`config.mk`:
```
export PLATFORM = sky130hd
export DESIGN_NAME = mult_div_ctrl_flat
export DESIGN_NICKNAME = d
export VERILOG_FILES = /design/src/rtl/mult_div_if.sv /design/src/rtl/mult_div_ctrl.sv /design/src/flat_wrapper.sv
export SDC_FILE = /design/constraint.sdc
export NUM_CORES = 1
export LEC_CHECK = 0
export BUFFER_PORTS_ARGS = -buffer_cell sky130_fd_sc_hd__buf_2
export CAP_MARGIN = 20
export CORE_MARGIN = 2
export CORE_UTILIZATION = 62
export CTS_BUF_LIST = sky130_fd_sc_hd__clkbuf_16
export DETAILED_ROUTE_END_ITERATION = 8
export PLACE_DENSITY = 0.81
export SLEW_MARGIN = 10
export SYNTH_ARGS = -nofsm -noshare
export SYNTH_HDL_FRONTEND = slang
export SYNTH_SLANG_ARGS = --single-unit
```
`constraint.sdc`:
```
create_clock -name clock -period 5.25 [get_ports clock]
set_input_delay 0.2625 -clock clock [delete_from_list [all_inputs] [get_ports clock]]
set_output_delay 0.2625 -clock clock [all_outputs]
set_load 0.03 [all_outputs]
```
`src/rtl/mult_div_if.sv`:
```
// mult_div_if: start/operand/result bundle between the control unit and mult_div_ctrl.
// The uns select exists only when MULT_DIV_UNSIGNED_EN is defined.
interface mult_div_if #(
    parameter int WIDTH = 32
);
    logic             start;
    logic             op;
    logic [WIDTH-1:0] src_a;
    logic [WIDTH-1:0] src_b;
`ifdef MULT_DIV_UNSIGNED_EN
    logic             uns;
`endif
    logic             busy;
    logic             done;
    logic             div0;
    logic             hi_write;
    logic             lo_write;
    logic [WIDTH-1:0] hi_data;
    logic [WIDTH-1:0] lo_data;

    modport master (
        output start, op, src_a, src_b,
`ifdef MULT_DIV_UNSIGNED_EN
        output uns,
`endif
        input  busy, done, div0, hi_write, lo_write, hi_data, lo_data
    );

    modport slave (
        input  start, op, src_a, src_b,
`ifdef MULT_DIV_UNSIGNED_EN
        input  uns,
`endif
        output busy, done, div0, hi_write, lo_write, hi_data, lo_data
    );
endinterface

```
`src/rtl/mult_div_ctrl.sv`:
```
// mult_div_ctrl: multicycle sequencer for the shared multiply/divide unit.
// Radix-2 Booth multiply and restoring divide, one bit per cycle, results to HI/LO.
// MULT_DIV_UNSIGNED_EN adds the uns select for multu/divu.
module mult_div_ctrl #(
    parameter int WIDTH = 32
) (
    input logic       clock,
    input logic       reset,
    mult_div_if.slave bus
);
    localparam int CW = (WIDTH > 1) ? $clog2(WIDTH) : 1;

    typedef enum logic [2:0] {IDLE, MULT, DIV, FIX, WB} state_t;

    state_t           state;
    logic [CW-1:0]    cnt;
    logic [WIDTH:0]   acc;
    logic [WIDTH:0]   mcand;
    logic [WIDTH-1:0] q;
    logic             qm1;
    logic             mfix;
    logic             neg_q;
    logic             neg_r;
    logic             busy_r;
    logic             done_r;
    logic             div0_r;
    logic [WIDTH-1:0] hi_r;
    logic [WIDTH-1:0] lo_r;

    logic             uns;
    logic             sa;
    logic             sb;
    logic             last;
    logic [WIDTH-1:0] mag_a;
    logic [WIDTH-1:0] mag_b;
    logic [WIDTH:0]   bsum;
    logic [WIDTH:0]   bacc_n;
    logic [WIDTH-1:0] bq_n;
    logic [WIDTH:0]   rsh;
    logic             ge;
    logic [WIDTH:0]   dacc_n;
    logic [WIDTH-1:0] dq_n;
    logic [WIDTH-1:0] quo;
    logic [WIDTH-1:0] rem;

`ifdef MULT_DIV_UNSIGNED_EN
    assign uns = bus.uns;
`else
    assign uns = 1'b0;
`endif

    // Operand signs are only meaningful for signed operations.
    assign sa    = bus.src_a[WIDTH-1] & ~uns;
    assign sb    = bus.src_b[WIDTH-1] & ~uns;
    assign mag_a = sa ? -bus.src_a : bus.src_a;
    assign mag_b = sb ? -bus.src_b : bus.src_b;
    assign last  = (cnt == CW'(WIDTH - 1));

    // One Booth step: add/subtract the multiplicand per {Q[0], q-1}, then arithmetic shift right.
    always_comb begin
        bsum   = (q[0] == qm1) ? acc : (q[0] ? acc - mcand : acc + mcand);
        bacc_n = {bsum[WIDTH], bsum[WIDTH:1]};
        bq_n   = {bsum[0], q[WIDTH-1:1]};
    end

    // One restoring-divide step on magnitudes: shift {R, Q} left, keep the difference if it fits.
    always_comb begin
        rsh    = {acc[WIDTH-1:0], q[WIDTH-1]};
        ge     = (rsh >= mcand);
        dacc_n = ge ? rsh - mcand : rsh;
        dq_n   = {q[WIDTH-2:0], ge};
    end

    // Sign fix-up of the magnitude results: quotient truncates toward zero, remainder follows the dividend.
    always_comb begin
        quo = neg_q ? -q : q;
        rem = neg_r ? -acc[WIDTH-1:0] : acc[WIDTH-1:0];
    end

    // Sequencer: latches operands on start, iterates, and registers every output.
    always_ff @(posedge clock or negedge reset) begin
        if (!reset) begin
            state  <= IDLE;
            cnt    <= '0;
            acc    <= '0;
            mcand  <= '0;
            q      <= '0;
            qm1    <= 1'b0;
            mfix   <= 1'b0;
            neg_q  <= 1'b0;
            neg_r  <= 1'b0;
            busy_r <= 1'b0;
            done_r <= 1'b0;
            div0_r <= 1'b0;
            hi_r   <= '0;
            lo_r   <= '0;
        end else begin
            done_r <= 1'b0;
            div0_r <= 1'b0;
            case (state)
                IDLE: begin
                    if (bus.start) begin
                        cnt   <= '0;
                        acc   <= '0;
                        qm1   <= 1'b0;
                        mfix  <= uns & bus.src_b[WIDTH-1];
                        neg_q <= sa ^ sb;
                        neg_r <= sa;
                        if (!bus.op) begin
                            mcand  <= {sa, bus.src_a};
                            q      <= bus.src_b;
                            busy_r <= 1'b1;
                            state  <= MULT;
                        end else if (bus.src_b == '0) begin
                            div0_r <= 1'b1;
                        end else begin
                            mcand  <= {1'b0, mag_b};
                            q      <= mag_a;
                            busy_r <= 1'b1;
                            state  <= DIV;
                        end
                    end
                end
                MULT: begin
                    acc <= bacc_n;
                    q   <= bq_n;
                    qm1 <= q[0];
                    cnt <= cnt + 1'b1;
                    if (last) begin
                        // Booth reads the multiplier as signed; an unsigned multiplier with its MSB set needs +A in HI.
                        hi_r   <= bacc_n[WIDTH-1:0] + (mfix ? mcand[WIDTH-1:0] : '0);
                        lo_r   <= bq_n;
                        done_r <= 1'b1;
                        state  <= WB;
                    end
                end
                DIV: begin
                    acc <= dacc_n;
                    q   <= dq_n;
                    cnt <= cnt + 1'b1;
                    if (last) state <= FIX;
                end
                FIX: begin
                    hi_r   <= rem;
                    lo_r   <= quo;
                    done_r <= 1'b1;
                    state  <= WB;
                end
                WB: begin
                    busy_r <= 1'b0;
                    state  <= IDLE;
                end
                default: state <= IDLE;
            endcase
        end
    end

    assign bus.busy     = busy_r;
    assign bus.done     = done_r;
    assign bus.div0     = div0_r;
    assign bus.hi_write = done_r;
    assign bus.lo_write = done_r;
    assign bus.hi_data  = hi_r;
    assign bus.lo_data  = lo_r;
endmodule

```
`src/flat_wrapper.sv`:
```
// flat-port wrapper written by rule: the top's interface ports become plain ports
module mult_div_ctrl_flat 
#(
    parameter int WIDTH = 32
)
  (clock, reset, bus_start, bus_op, bus_src_a, bus_src_b, bus_busy, bus_done, bus_div0, bus_hi_write, bus_lo_write, bus_hi_data, bus_lo_data);
  mult_div_if #(.WIDTH(WIDTH)) bus_i ();
  input logic clock;
  input logic reset;
  input wire logic [$bits(bus_i.start)-1:0] bus_start;
  input wire logic [$bits(bus_i.op)-1:0] bus_op;
  input wire logic [$bits(bus_i.src_a)-1:0] bus_src_a;
  input wire logic [$bits(bus_i.src_b)-1:0] bus_src_b;
  output wire logic [$bits(bus_i.busy)-1:0] bus_busy;
  output wire logic [$bits(bus_i.done)-1:0] bus_done;
  output wire logic [$bits(bus_i.div0)-1:0] bus_div0;
  output wire logic [$bits(bus_i.hi_write)-1:0] bus_hi_write;
  output wire logic [$bits(bus_i.lo_write)-1:0] bus_lo_write;
  output wire logic [$bits(bus_i.hi_data)-1:0] bus_hi_data;
  output wire logic [$bits(bus_i.lo_data)-1:0] bus_lo_data;
  assign bus_i.start = bus_start;
  assign bus_i.op = bus_op;
  assign bus_i.src_a = bus_src_a;
  assign bus_i.src_b = bus_src_b;
  assign bus_busy = bus_i.busy;
  assign bus_done = bus_i.done;
  assign bus_div0 = bus_i.div0;
  assign bus_hi_write = bus_i.hi_write;
  assign bus_lo_write = bus_i.lo_write;
  assign bus_hi_data = bus_i.hi_data;
  assign bus_lo_data = bus_i.lo_data;
  mult_div_ctrl #(.WIDTH(WIDTH)) u_core (.clock(clock), .reset(reset), .bus(bus_i));
endmodule
```
# ---- Yosys cells after proc, flatten, opt, wreduce, memory -nomap -nowiden
# Index checks and enable logic that the tools add are counted.
dict set report totals {
  n_memories 0
  elab_cells 90
  ff_bits 176
  inputBits 68
  ram_bits 0
  rom_bits 0
  output_inout_bits 69
  latch_bits 0
}
dict set report classes {
  div 0
  order_cmp 1
  n_reduce_logical 17
  mux 39
  eq_ne 11
  shift 0
  n_bitwise 1
  n_addsub 8
  multipliers 0
}
# cell count
set op_table {}
lappend op_table {{2-to-1 mux 32 bit} 9}
lappend op_table {{2-to-1 mux 33 bit} 6}
lappend op_table {{negator 32 bit} 4}
lappend op_table {{case mux 32 bit (2 select lines)} 2}
lappend op_table {{case mux 33 bit (3 select lines)} 1}
lappend op_table {{case mux 32 bit (3 select lines)} 1}
lappend op_table {{subtractor 33 bit} 2}
lappend op_table {{adder 33 bit} 1}
lappend op_table {{greater-or-equal comparator 33 bit} 1}
lappend op_table {{logical NOT 32 bit} 1}
lappend op_table {{2-to-1 mux 3 bit} 5}
lappend op_table {{case mux 3 bit (4 select lines)} 1}
lappend op_table {{case mux 5 bit (2 select lines)} 1}
lappend op_table {{AND reduction 2 bit} 5}
lappend op_table {{2-to-1 mux 1 bit} 9}
lappend op_table {{AND reduction 3 bit} 3}
lappend op_table {{nonzero test 2 bit} 4}
lappend op_table {{equality test 3 x 2 -> 1 bit, second input constant} 2}
lappend op_table {{case mux 1 bit (2 select lines)} 3}
lappend op_table {{adder 5 x 1 -> 5 bit, second input constant} 1}
lappend op_table {{equality test 5 bit, second input constant} 1}
lappend op_table {{2-to-1 mux 5 bit} 1}
lappend op_table {{!= test 2 x 1 -> 1 bit, second input constant} 2}
lappend op_table {{!= test 2 bit, second input constant} 2}
lappend op_table {{9 further kinds} 9}

# ---- Logic depth before layout (Yosys ltp)
dict set report depth {
  depth_word 6
  ltp_mapped 21
  mapped_depth_nobuf 21
}

# ---- Worst setup path after synthesis
# OpenSTA, ideal clock, no wires.
dict set report synth_timing {
  path_kind {flip-flop to flip-flop}
  startpoint {reg u_core.mcand[2]}
  endpoint {reg u_core.acc[32]}
  stages_incl_launch_ff 22
  slack_ns 0.819
  arrival_time_ns 4.298
  synth_period_minus_slack_ns 4.431
  setup_time_ns 0.133
  required_time_ns 5.117
  cell_sequence {dfrtp_1 or3_1 or3_1 nor2_1 and3_1 nand2_1 nand2_1 o21ai_0 a21oi_1 o21ai_0 xnor2_1 ha_1 clkbuf_1 a21o_1 o21bai_1 or2_2 o21ai_0 o21a_1 nor3_1 o31a_1 o21ai_0 a31oi_1}
}
dict set report synth_between {
  elab_chain_len 4
  word_cells_on_any_way 8
  classes_between {3 x add/sub; 1 x order compare; 4 x mux}
}
# element line_no
set synth_rtl {}
lappend synth_rtl {{start, declared} mult_div_ctrl.sv:18} ;# logic [WIDTH:0] mcand;
lappend synth_rtl {{start signal, assigned} mult_div_ctrl.sv:110} ;# mcand <= {sa, bus.src_a};
lappend synth_rtl {{start signal, assigned} mult_div_ctrl.sv:117} ;# mcand <= {1'b0, mag_b};
lappend synth_rtl {{adder 33 bit / subtractor 33 bit (equally long branches)} mult_div_ctrl.sv:61} ;# bsum = (q[0] == qm1) ? acc : (q[0] ? acc - mcand : acc + mcand);
lappend synth_rtl {{2-to-1 mux 33 bit (2 in series)} mult_div_ctrl.sv:61}
lappend synth_rtl {{case mux 33 bit (3 select lines) (*)} mult_div_ctrl.sv:100} ;# case (state)
lappend synth_rtl {{end signal, assigned} mult_div_ctrl.sv:125} ;# acc <= bacc_n;
lappend synth_rtl {{end signal, assigned} mult_div_ctrl.sv:138} ;# acc <= dacc_n;
lappend synth_rtl {{end, declared} mult_div_ctrl.sv:17} ;# logic [WIDTH:0] acc;
# Every way passes the cells marked *; elsewhere a longest branch is shown, timed or not.
# A chain may end at the register's enable or synchronous reset.

# ---- Worst setup path after layout
# Same ends and word-level chain as after synthesis.

==> results.cfg <==
[cts]
cts_made_buffers = 17
clock-sinks = 176
cts_buffer_depth = 2
cts.clk_slew.worst_paths_ps = 80
insertion_delay_ps = 450
cts_tree = yes
h-tree-depth = 4
root_buffer = clkbuf_16

[drt]
wirelength_um = 48200
ant_nets = 0
wire_per_inst_um = 20.4
vias_per_cell = 6.59
vias = 15600
first_pass_iters = 9
drc = 0
drtIter0Drc = 1647

[grt]
grt_pass1_vias = 14600
antenna_found_initial = 0
track_usage_pct = 36.7
grt_max_degree = 74
grt_overflow = 0
grt_pass1_wl_um = 77100

[critical_path]
crit_path_max_incr_delay_ps = 410
path_cells = or3_1 -> or3_1 -> nor2_1 -> and3_1 -> nand2_1 -> nand2_1 -> o21ai_2 -> a21oi_2 -> o21ai_0 -> xnor2_1 -> ha_1 -> a21o_1 -> o21bai_1 -> or2_2 -> o21ai_0 -> o21a_1 -> nor3_1 -> o31a_1 -> o21ai_0 -> a31oi_1
crit_arrival_ps = 5160
crit_family = compound AO/OA/AOI/OAI gates
crit_path_end_kind = flop
slowest_stage = dfrtp_1
cp-start-kind = flop
crit_type = reg -> reg
cp_max_fo = 9
required_ps = 5560
path_buf_inv = 0
crit_top_cell = o21ai_0

[place]
numPortBuffers = 136
gp_congestion = 0.966
place_ws_ps = 241
post-dp-hpwl_um = 35300

[timing]
layout_min_cycle_time_ps = 4850
tns_ps = 0
finalSetupViolCount = 0
maxSlewHeadroom_pct = 31.1
rsz0062_at_grt = no
period_share_pct = 92.4
hold_violations = 0
fmax_mhz = 206
finalMaxSlewViolations = 0
clock_skew_ps = 18.8
fin_ws_ps = 400
tightestPinTransition_ps = 1030

[die]
die_w_um = 162
io-pin-count = 137
die_height_um = 162
start_util_pct = 63.3
rows = 57
core_area_um2 = 24300
die_area_um2 = 26100

[logic_synthesis]
syn-mean-instance-area_um2 = 7.77
async_flop_share_pct = 100
synth_ff_type = dfrtp_1
synthesis.nets = 2124
synth_area_leader_cell = dfrtp_1
synth_edf_count = 0
ys_ff_latch = 176
synth_cell_types = 70
syn_area_um2 = 15400
synth_top_area_share_pct = 28.6
yosysWarnings = 0
synth_area_leaders = dfrtp_1 (29%), nand2_1 (6.7%), xnor2_1 (6.6%)
syn_inst = 1982
seq_area_frac_synth_pct = 28.6

[layout]
drive_above_1_share_pct = 11.4
area_growth_pct = 9.39
n_fill_cell = 2043
nNetsFinal = 2163
multi_input_area_um2 = 10300
seq_area_um2 = 4400

[flow_run]
maxCapViolCount = 0

[worst_hold_path]
hp-class = in -> reg

[status]
status = finished clean
-- worst reg2reg max path: cells and delay by family, from the launching register on --
family          cells  cell delay [ps]
simple gates        8             1810
fa+ha+maj           1              410
compound gates     10             1910
xor+xnor            1              160
flops               1              410
-- cells in the mapped netlist, types with 24 or more instances --
master / count
clkbuf_1: 124
a221oi_1: 24
nor2_1: 157
xor2_1: 92
a31oi_1: 56
xnor2_1: 116
mux2i_1: 35
o21ai_0: 190
nand3_1: 27
dfrtp_1: 176
a21oi_1: 123
inv_1: 60
ha_1: 72
or3_1: 34
o31ai_1: 43
nand2_1: 276
a211oi_1: 41
-- what timing repair did --
| action | in CTS | in global routing |
|---|---|---|
| setup endpoints to repair | 0 | 15 |
| gates resized for setup | 0 | 6 |
| setup buffers | 0 | 2 |
| endpoints found under the hold margin | 65 | 0 |
| hold buffers | 1 | 0 |
-- path summary, 6_finish.rpt --
kind,from,end,slack (ps),cells past startpoint
worst max-delay path,u_core.mcand[2],u_core.acc[32],400,20
worst min-delay path,bus_start,u_core.bus.div0,130,2
worst max register to register,u_core.mcand[2],u_core.acc[32],400,20
worst min register to register,u_core.mcand[32],u_core.mcand[32],490,2
max in group asynchronous,reset,u_core.q[16],3650,3
min in group asynchronous,reset,u_core.bus.hi_data[25],350,2
-- cell type report --
class,instances,share of cell area (%)
Tap cell,324,2.41
Inverter,60,1.34
Clock buffer,17,2.52
Multi-Input combinational cell,1602,61.1
Timing Repair Buffer,164,5.47
Clock inverter,15,1.01
Sequential cell,176,26.1
Antenna cell,1,0.0149
-- routing by layer --
metal  up-vias  global-route usage [%]  share of wire, %
met5         -                       0                 0
met4         0                    14.2               3.6
met3       140                    5.29               8.0
met2       774                    58.1                46
met1      7387                    51.2                43
li1       7255                       -                 -
-- through the flow --
step | cell area [µm²] | util (%) | instances | hold WS [ps]
2_1_floorplan | 15400 | - | 1982 | -33.1
3_3_place_gp | 16200 | 66.5 | 2322 | 277
3_5_place_dp | 16200 | 66.5 | 2322 | 292
4_1_cts | 16800 | 69.0 | 2355 | 122
5_1_grt | 16800 | 69.3 | 2358 | 142
6_report | 16800 | 69.3 | 2359 | 131
-- sequential cells by signal, indices dropped and copies added, names as in the netlist --
| register | cells |
|---|---|
| u_core.bus.done | 1 |
| u_core.bus.hi_data | 32 |
| u_core.bus.div0 | 1 |
| u_core.neg_r | 1 |
| u_core.qm1 | 1 |
| u_core.acc | 33 |
| u_core.neg_q | 1 |
| u_core.mcand | 33 |
| u_core.bus.busy | 1 |
| u_core.q | 32 |
| u_core.bus.lo_data | 32 |
| u_core.cnt | 5 |
| u_core.state | 3 |
-- cells by family after synthesis --
logic type / after synthesis / share of synthesized area (%)
adders and majority gates: 74 / 6.11
muxes: 38 / 2.49
and+or+nand+nor: 627 / 18.5
buffers and inverters: 204 / 5.13
xor gates and xnor gates: 208 / 11.8
AOI/OAI and AO/OA: 655 / 27.4
DFF: 176 / 28.6
-- cells in the final DEF (no fill, tap or decap), types with 11 or more instances in the layout --
cell / netlist / final
nor2_1: 157 / 156
o21a_1: 15 / 15
ha_1: 72 / 72
o211ai_1: 21 / 21
o21ai_0: 190 / 188
buf_4: 2 / 27
xnor2_1: 116 / 115
and2_1: 12 / 11
inv_1: 60 / 61
a22oi_1: 13 / 13
nand2b_1: 17 / 17
o31ai_1: 43 / 42
o41ai_1: 14 / 14
xor2_1: 92 / 91
a31oi_1: 56 / 55
a21oi_1: 123 / 122
nor3_1: 22 / 22
a221oi_1: 24 / 24
mux2i_1: 35 / 35
nor4_1: 15 / 14
a222oi_1: 14 / 14
buf_2: 7 / 134
or3_1: 34 / 34
clkbuf_16: 0 / 17
a211oi_1: 41 / 41
dfrtp_1: 176 / 176
a21o_1: 21 / 21
nand3_1: 27 / 27
nand2_1: 276 / 274
or4_1: 15 / 15
Power is not shown: default switching activity piles up to over one toggle a cycle in this logic, so the estimate is an artifact.
